--- config.mk ---
export PLATFORM = sky130hd
export DESIGN_NAME = alu_mdu_control
export DESIGN_NICKNAME = d
export VERILOG_FILES = /design/src/rtl/alu_mdu_control.sv
export SDC_FILE = /design/constraint.sdc
export NUM_CORES = 2
export LEC_CHECK = 0
export CAP_MARGIN = 20
export CORE_MARGIN = 4
export CORE_UTILIZATION = 50
export CTS_CLUSTER_DIAMETER = 80
export DETAILED_ROUTE_END_ITERATION = 12
export PLACE_DENSITY_LB_ADDON = 0.25
export SKIP_LAST_GASP = 1
export SYNTH_ARGS = -nofsm -noshare
export SYNTH_HDL_FRONTEND = slang
export SYNTH_SLANG_ARGS = --single-unit
export TNS_END_PERCENT = 20
--- constraint.sdc ---
create_clock -name clk -period 18.8 [get_ports clk]
set_clock_uncertainty 0.05 [all_clocks]
set_input_delay 3.76 -clock clk [delete_from_list [all_inputs] [get_ports clk]]
set_output_delay 3.76 -clock clk [all_outputs]
set_load 0.005 [all_outputs]
--- src/rtl/alu_mdu_control.sv ---
// ALU control decoder with a multi-cycle multiply/accumulate unit and HI/LO registers.
// Single-cycle ops complete one cycle after acceptance; multiplies after MUL_CYCLES.
module alu_mdu_control #(
    parameter int DATA_WIDTH = 32,
    parameter int MUL_CYCLES = 4
) (
    input  logic                  clk,
    input  logic                  rst,
    input  logic                  in_valid,
    output logic                  in_ready,
    input  logic [4:0]            alu_op,
    input  logic [5:0]            funct,
    input  logic [DATA_WIDTH-1:0] src_a,
    input  logic [DATA_WIDTH-1:0] src_b,
    output logic                  out_valid,
    output logic [5:0]            alu_ctrl,
    output logic [DATA_WIDTH-1:0] result,
    output logic [DATA_WIDTH-1:0] hi,
    output logic [DATA_WIDTH-1:0] lo,
    output logic                  busy,
    output logic                  illegal
);

    localparam int CW = (MUL_CYCLES > 1) ? $clog2(MUL_CYCLES) : 1;
    localparam int W2 = 2 * DATA_WIDTH;

    localparam logic [0:0] ST_IDLE = 1'b0;
    localparam logic [0:0] ST_MUL  = 1'b1;

    localparam logic [5:0] CTRL_BAD = 6'b111111;
    localparam logic [5:0] F_MFHI   = 6'b010000;
    localparam logic [5:0] F_MFLO   = 6'b010010;

    logic [0:0]            state_q;
    logic [CW-1:0]         cnt_q;
    logic [DATA_WIDTH-1:0] a_q, b_q;
    logic [5:0]            mctrl_q;
    logic                  out_valid_q, illegal_q;
    logic [5:0]            alu_ctrl_q;
    logic [DATA_WIDTH-1:0] result_q, hi_q, lo_q;

    logic                  accept, is_mul, mul_done;
    logic [5:0]            dec_ctrl, op_ctrl;
    logic [DATA_WIDTH-1:0] op_a, op_b;
    logic [W2-1:0]         ext_a, ext_b, product, mul_sum;

    assign in_ready  = (state_q == ST_IDLE);
    assign busy      = (state_q == ST_MUL);
    assign accept    = in_valid && in_ready;
    assign out_valid = out_valid_q;
    assign alu_ctrl  = alu_ctrl_q;
    assign result    = result_q;
    assign hi        = hi_q;
    assign lo        = lo_q;
    assign illegal   = illegal_q;

    always_comb begin
        dec_ctrl = CTRL_BAD;
        if (alu_op == 5'b00010) begin
            case (funct)
                6'b100000, 6'b100001, 6'b100010, 6'b100011,
                6'b011000, 6'b011001, 6'b011100, 6'b011101,
                6'b100100, 6'b100101, 6'b000000, 6'b000010,
                6'b000011, 6'b100110, 6'b101000, 6'b100111,
                6'b101010, 6'b101011, 6'b010000, 6'b010010,
                6'b001000: dec_ctrl = funct;
                default:   dec_ctrl = CTRL_BAD;
            endcase
        end else begin
            case (alu_op)
                5'd3:    dec_ctrl = 6'b100000;
                5'd4:    dec_ctrl = 6'b100100;
                5'd5:    dec_ctrl = 6'b100101;
                5'd6:    dec_ctrl = 6'b100110;
                5'd7:    dec_ctrl = 6'b101010;
                5'd8:    dec_ctrl = 6'b101011;
                5'd9:    dec_ctrl = 6'b101100;
                5'd10:   dec_ctrl = 6'b101100;
                5'd11:   dec_ctrl = 6'b101101;
                5'd12:   dec_ctrl = 6'b101110;
                5'd13:   dec_ctrl = 6'b101111;
                5'd14:   dec_ctrl = 6'b110000;
                5'd15:   dec_ctrl = 6'b110001;
                5'd16:   dec_ctrl = 6'b110010;
                5'd17:   dec_ctrl = 6'b110011;
                default: dec_ctrl = CTRL_BAD;
            endcase
        end
    end

    assign is_mul = (alu_op == 5'b00010) &&
                    (funct == 6'b011000 || funct == 6'b011001 ||
                     funct == 6'b011100 || funct == 6'b011101);

    // With a one-cycle multiply the live inputs feed the multiplier directly.
    assign op_a    = (MUL_CYCLES == 1) ? src_a : a_q;
    assign op_b    = (MUL_CYCLES == 1) ? src_b : b_q;
    assign op_ctrl = (MUL_CYCLES == 1) ? funct : mctrl_q;

    // funct[0] clear selects signed; funct[2] set selects accumulate.
    assign ext_a   = op_ctrl[0] ? {{DATA_WIDTH{1'b0}}, op_a}
                                : {{DATA_WIDTH{op_a[DATA_WIDTH-1]}}, op_a};
    assign ext_b   = op_ctrl[0] ? {{DATA_WIDTH{1'b0}}, op_b}
                                : {{DATA_WIDTH{op_b[DATA_WIDTH-1]}}, op_b};
    assign product = ext_a * ext_b;
    assign mul_sum = op_ctrl[2] ? ({hi_q, lo_q} + product) : product;

    assign mul_done = ((MUL_CYCLES == 1) && accept && is_mul) ||
                      ((state_q == ST_MUL) && (cnt_q == CW'(1)));

    always_ff @(posedge clk) begin
        if (rst) begin
            state_q     <= ST_IDLE;
            cnt_q       <= '0;
            a_q         <= '0;
            b_q         <= '0;
            mctrl_q     <= '0;
            out_valid_q <= 1'b0;
            illegal_q   <= 1'b0;
            alu_ctrl_q  <= '0;
            result_q    <= '0;
            hi_q        <= '0;
            lo_q        <= '0;
        end else begin
            out_valid_q <= 1'b0;

            if (mul_done) begin
                {hi_q, lo_q} <= mul_sum;
                result_q     <= mul_sum[DATA_WIDTH-1:0];
                alu_ctrl_q   <= op_ctrl;
                illegal_q    <= 1'b0;
                out_valid_q  <= 1'b1;
            end else if (accept && !is_mul) begin
                alu_ctrl_q  <= dec_ctrl;
                illegal_q   <= (dec_ctrl == CTRL_BAD);
                out_valid_q <= 1'b1;
                if (alu_op == 5'b00010 && funct == F_MFHI) begin
                    result_q <= hi_q;
                end else if (alu_op == 5'b00010 && funct == F_MFLO) begin
                    result_q <= lo_q;
                end else begin
                    result_q <= '0;
                end
            end

            if (accept && is_mul && (MUL_CYCLES > 1)) begin
                state_q <= ST_MUL;
                cnt_q   <= CW'(MUL_CYCLES - 1);
                a_q     <= src_a;
                b_q     <= src_b;
                mctrl_q <= funct;
            end else if (state_q == ST_MUL) begin
                if (cnt_q == CW'(1)) begin
                    state_q <= ST_IDLE;
                    cnt_q   <= '0;
                end else begin
                    cnt_q <= cnt_q - CW'(1);
                end
            end
        end
    end

endmodule

==> Yosys cells after proc, flatten, opt, wreduce, memory -nomap -nowiden <==
Memory sizes are Yosys's and may differ from the RTL's.
Cells that the tools add are included.
{ "op_classes": {"add_sub_neg": 2, "mul": 1, "eq_ne": 23, "muxes": 19, "bitwise_logic": 1, "reduce_logical": 16} }
{ "ops": {"columns": ["cell", "n"], "rows": [
  ["two-way mux 64 bit", 3],
  ["two-way mux 32 bit", 4],
  ["equality test 6 bit (second input constant)", 12],
  ["adder 64 bit", 1],
  ["multiplier 64 x 64 -> 64 bit", 1],
  ["equality test 6 x 5 -> 1 bit (second input constant)", 6],
  ["two-way mux 6 bit", 4],
  ["OR reduction 21 bit", 1],
  ["equality test 6 x 2 -> 1 bit (second input constant)", 2],
  ["logical AND 1 bit", 7],
  ["equality test 6 x 4 -> 1 bit (second input constant)", 1],
  ["zero test 6 bit", 1],
  ["two-way mux 2 bit", 3],
  ["equality test 5 x 2 -> 1 bit (second input constant)", 1],
  ["two-way mux 1 bit", 5],
  ["nonzero test 2 bit", 2],
  ["logical OR 1 bit", 3],
  ["equality test 2 x 1 -> 1 bit (second input constant)", 1],
  ["OR reduction 2 bit", 1],
  ["subtractor 2 x 1 -> 2 bit (second input constant)", 1],
  ["zero test 1 bit", 1],
  ["inverter 1 bit", 1]
]} }
{ "totals": {"reg_bits": 177, "rom_bits": 160, "in_bits": 78, "output_inout_bits": 106, "wordCells": 74, "memories": 1} }
{ "memory_table": {"columns": ["name", "depth", "width", "read_ports", "rd_ports_with_merged_regs", "write_ports", "line", "text"], "rows": [
  ["(no name shown)", 32, 5, 1, 0, 0, "70", "case (alu_op)"]
]} }

==> Logic depth before layout (Yosys ltp) <==
{ "depth": {"ltp_word": 9, "depth_mapped": 48, "ltp_nobuf": 44} }

==> Worst setup path after synthesis <==
Ideal clock, no wire load.
{ "synth_path": {"path_kind": "register to register", "from": "register b_q[31]", "to": "register hi_q[29] (netlist: hi[29])", "setup_time_ns": 0.086, "arrival_ns": 10.722, "t_required_ns": 18.664, "setup_slack_ns": 7.943, "stages_incl_launch_ff": 45, "n_path_buf": 5, "synth_period_minus_slack_ns": 10.857, "path_cell_list": "dfxtp_1 clkbuf_1 nor2b_1 clkbuf_1 clkbuf_1 nand2_1 fa_1 inv_1 fa_1 fa_1 fa_1 inv_1 fa_1 inv_1 fa_1 inv_1 fa_1 inv_1 [... 9 more ...] or4_1 o21ai_4 o211ai_1 a21oi_1 nor2_1 ha_1 clkbuf_1 a21o_1 a21o_1 a21o_1 a21o_1 a21o_1 a21oi_1 o21ai_0 a21oi_1 xnor2_1 nand2_1 a211oi_1"} }
{ "synth_between": {"elab_chain_cells": 4} }
{ "synth_rtl": {"columns": ["item", "line", "text"], "rows": [
  ["start: declaration", "36", "logic [DATA_WIDTH-1:0] a_q, b_q;"],
  ["start signal: assignment", "150", "b_q <= src_b;"],
  ["two-way mux 64 bit *", "103", "assign ext_b = op_ctrl[0] ? {{DATA_WIDTH{1'b0}}, op_b}"],
  ["multiplier 64 x 64 -> 64 bit *", "105", "assign product = ext_a * ext_b;"],
  ["adder 64 bit", "106", "assign mul_sum = op_ctrl[2] ? ({hi_q, lo_q} + product) : product;"],
  ["two-way mux 64 bit *", "106", null],
  ["end signal: assignment", "128", "{hi_q, lo_q} <= mul_sum;"],
  ["end: declaration", "40", "logic [DATA_WIDTH-1:0] result_q, hi_q, lo_q;"]
]} }
Every way passes the cells marked *; elsewhere a longest branch is shown, timed or not.
A chain may end at the register's enable or synchronous reset.

==> Worst setup path after layout <==
{ "layout_path": {"from": "register a_q[31]", "to": "register hi_q[28] (netlist: hi[28])"} }
{ "layout_between": {"elab_chain_cells": 4} }
{ "layout_rtl": {"columns": ["item", "line", "text"], "rows": [
  ["start: declaration", "36", null],
  ["start signal: assignment", "149", "a_q <= src_a;"],
  ["two-way mux 64 bit *", "101", "assign ext_a = op_ctrl[0] ? {{DATA_WIDTH{1'b0}}, op_a}"],
  ["multiplier 64 x 64 -> 64 bit *", "105", null],
  ["adder 64 bit", "106", null],
  ["two-way mux 64 bit *", "106", null]
]} }
Marked as above.

==> impl_metrics.py <==
metrics = {
    "timing": {
        "fin_crit_ns": 12.11,
        "setup_violations": 0,
        "fmax_ghz": 0.0826,
        "hold_viol": 0,
        "worst_pin_slew_ns": 1.03,
        "tns_ns": 0,
        "rsz0062_at_grt": "false",
        "period_share_pct": 64.4,
        "slew_violations": 0,
        "slew-limit-headroom_pct": 31.1,
        "fin_ws_ns": 6.69,
    },
    "pwr": {
        "power_leakage_nw": 31.5,
        "ir_worst_vdd_mv": 0.0786,
        "powerDensity_mw_per_mm2": 13.1,
    },
    "global_route": {
        "grt_pass1_wl_mm": 276,
        "grt-ovfl-total": 0,
        "track_usage_pct": 29.3,
        "antenna_found_initial": 7,
        "grt_pass1_vias": 47300,
        "grt_max_degree": 83,
    },
    "worst_setup_path": {
        "endpoint_kind": "register",
        "critPathArrivalTime_ns": 12.49,
        "r2r_slack_ns": 6.69,
        "path_class": "reg2reg",
        "slowest_stage": "nor2b_4",
        "cp_max_fo": 33,
        "cpMostUsedCell": "fa_1",
        "path_depth": 39,
        "reg2reg_depth": 39,
        "worstPathBufferInverterCount": 8,
        "crit_required_ns": 19.18,
        "r2r-start": "a_q[31]",
        "timing.rr.end": "hi[28]",
        "critPathTopFamily": "adder cells",
        "worst_path_largest_cell_delay_ns": 0.75,
        "startpoint": "a_q[31]",
        "endpoint": "hi[28]",
        "start_kind": "register",
    },
    "placement": {
        "place_ws_ns": 6.91,
        "placed_cell_area_mm2": 0.0619,
        "gp_congestion": 0.959,
        "io_buffers": 183,
        "dp_hpwl_mm": 141,
        "place_inst": 7966,
    },
    "clock_network": {
        "cts.repair.resized": 0,
        "clock_latency_ns": 0.55,
        "cts_sinks": 177,
        "cts_made_buffers": 17,
        "max-clock-path-buffers": 2,
        "cts_max_level": 4,
        "cts_root_buf": "clkbuf_16",
        "clkTransAtPathRegs_ns": 0.10,
        "holdBufCountCts": 0,
        "cts_tree": "yes",
        "post_cts_buffers": 0,
    },
    "synth": {
        "ys_warn_count": 0,
        "ys_ff_latch": 177,
        "synth_cell_type_count": 100,
        "synth_edf_count": 0,
        "syn_area_per_cell_um2": 9.05,
        "synthArstFlopShare_pct": 0,
        "synth.most_common_cell": "inv_1",
        "synth_top_area_share_pct": 48.7,
        "yosysTopAreaCell": "fa_1",
        "synthTopCellsByArea": "fa_1, inv_1, ha_1, and2_1, dfxtp_1",
        "synthesis.area_mm2": 0.0590,
        "synthFlopType": "dfxtp_1",
        "synthTopCellsByCount": "inv_1, fa_1, nand2_1, and2_1, ha_1",
        "syn-num-nets": 8395,
        "yosysSeqAreaShare_pct": 6.01,
        "synthCells": 6517,
    },
    "finish": {
        "area.growth.synth_to_final_pct": 6.00,
        "seqCellArea_mm2": 0.00355,
        "nets": 8339,
        "final_layout_size_suffix_gt1_share_pct": 2.69,
        "post-route-util_pct": 53.6,
        "multi_input_area_mm2": 0.0482,
        "final_area_mm2": 0.0625,
        "final_cells": 8001,
        "fillers": 10800,
    },
    "floorplan": {
        "dieArea_mm2": 0.123,
        "io_pins": 184,
        "core_area_mm2": 0.117,
        "die_h_um": 351,
        "start_util_pct": 50.5,
        "die_width_um": 351,
        "row_count": 125,
    },
    "routing": {
        "first_pass_iters": 6,
        "drt_iter0_drc": 3291,
        "detail-route-antenna-nets": 0,
        "drc": 0,
        "via_per_inst": 5.48,
        "wirelength_mm": 172,
        "wl_per_cell_um": 21.6,
        "vias": 43800,
    },
    "outcome": {
        "status": "finished, final reports clean",
    },
    "job": {
        "max_cap_viol_count": 0,
    },
    "hold_path": {
        "hold_class": "reg2reg",
    },
}
==> through the flow <==
step | hold slack, ns | total power, mW
final | 0.408 | 0.819
after global routing | 0.424 | 0.845
after CTS | 0.409 | 0.831
after detailed placement | 0.398 | 0.438
after global placement | 0.393 | 0.437
after floorplan | 0.391 | 0.406
==> placed cells by master, fill, tap and decap left out, drive strengths merged, types with 9 or more instances in the layout <==
cell              n
inv            1569
fa             1434
nand2           783
and2            587
ha              366
a21oi           271
clkdlybuf4s50   182
dfxtp           177
nor2            174
xnor2           118
o21ai           100
a21o             87
buf              80
a211oi           61
nor3             45
xor2             44
o21bai           32
nand3            30
nand4            29
o211ai           22
and3             22
a31oi            21
a221o            19
clkbuf           19
o21a             17
a221oi           15
nor2b            15
a22oi            14
mux2i            13
a21boi           12
o31ai            11
nand2b           10
a311oi           10
or3               9
==> per-layer routing <==
metal / global-route usage [%] / wire, um / part of all wire (%) / vias up
met5: 0 / 13 / 0.0075 / -
met4: 9.83 / 6500 / 3.8 / 2
met3: 4.17 / 11300 / 6.6 / 343
met2: 49.2 / 83800 / 49 / 1570
met1: 39.4 / 70800 / 41 / 22700
li1: - / - / - / 19200
==> worst min-delay path by stage <==
stage               startpoint          to  slack, ns  cells past startpoint
floorplan           mctrl_q[3]  mctrl_q[3]       0.39                      2
global placement       a_q[24]     a_q[24]       0.39                      2
detailed placement     a_q[24]     a_q[24]       0.40                      2
CTS                    a_q[24]     a_q[24]       0.41                      2
global route           a_q[21]     a_q[21]       0.42                      2
finish                 a_q[24]     a_q[24]       0.41                      2
==> layout make-up <==
type                    count  share of cell area, %
multi-input cells        4441                   77.1
repair buffers            262                   3.88
well taps                1524                   3.05
diodes                      3                 0.0120
clock inverters            13                  0.196
inverters                1562                   9.38
clock buffers              19                  0.709
flip-flops and latches    177                   5.68
==> power breakdown <==
part	leakage, nW	switching (mW)	internal, mW	total (mW)
sequential	1.43	0.00211	0.377	0.379
clock	0.267	0.211	0.178	0.389
combinational	29.8	0.0252	0.0252	0.0504
total	31.5	0.239	0.581	0.819
==> state kept, by name, indices dropped and copies added, names as in the netlist <==
name       cells
a_q           32
b_q           32
hi            32
lo            32
result        32
alu_ctrl       6
mctrl_q        6
cnt_q          2
busy           1
illegal        1
out_valid      1
==> worst min-delay path, stage by stage (launching register included) <==
cell     delay (ns)
dfxtp_1        0.31
nand2_1        0.05
a21oi_1        0.05
==> kinds of logic after synthesis <==
kind of cell    count (synthesis)  synth area share [%]
flops                         177                  6.01
fa+ha+maj                    1801                  56.5
compound gates                729                  8.20
simple gates                 1736                  14.3
buf+inv                      1899                  12.4
xor+xnor                      162                  2.41
mux                            13                 0.221
(Power assumes the default switching activity.)
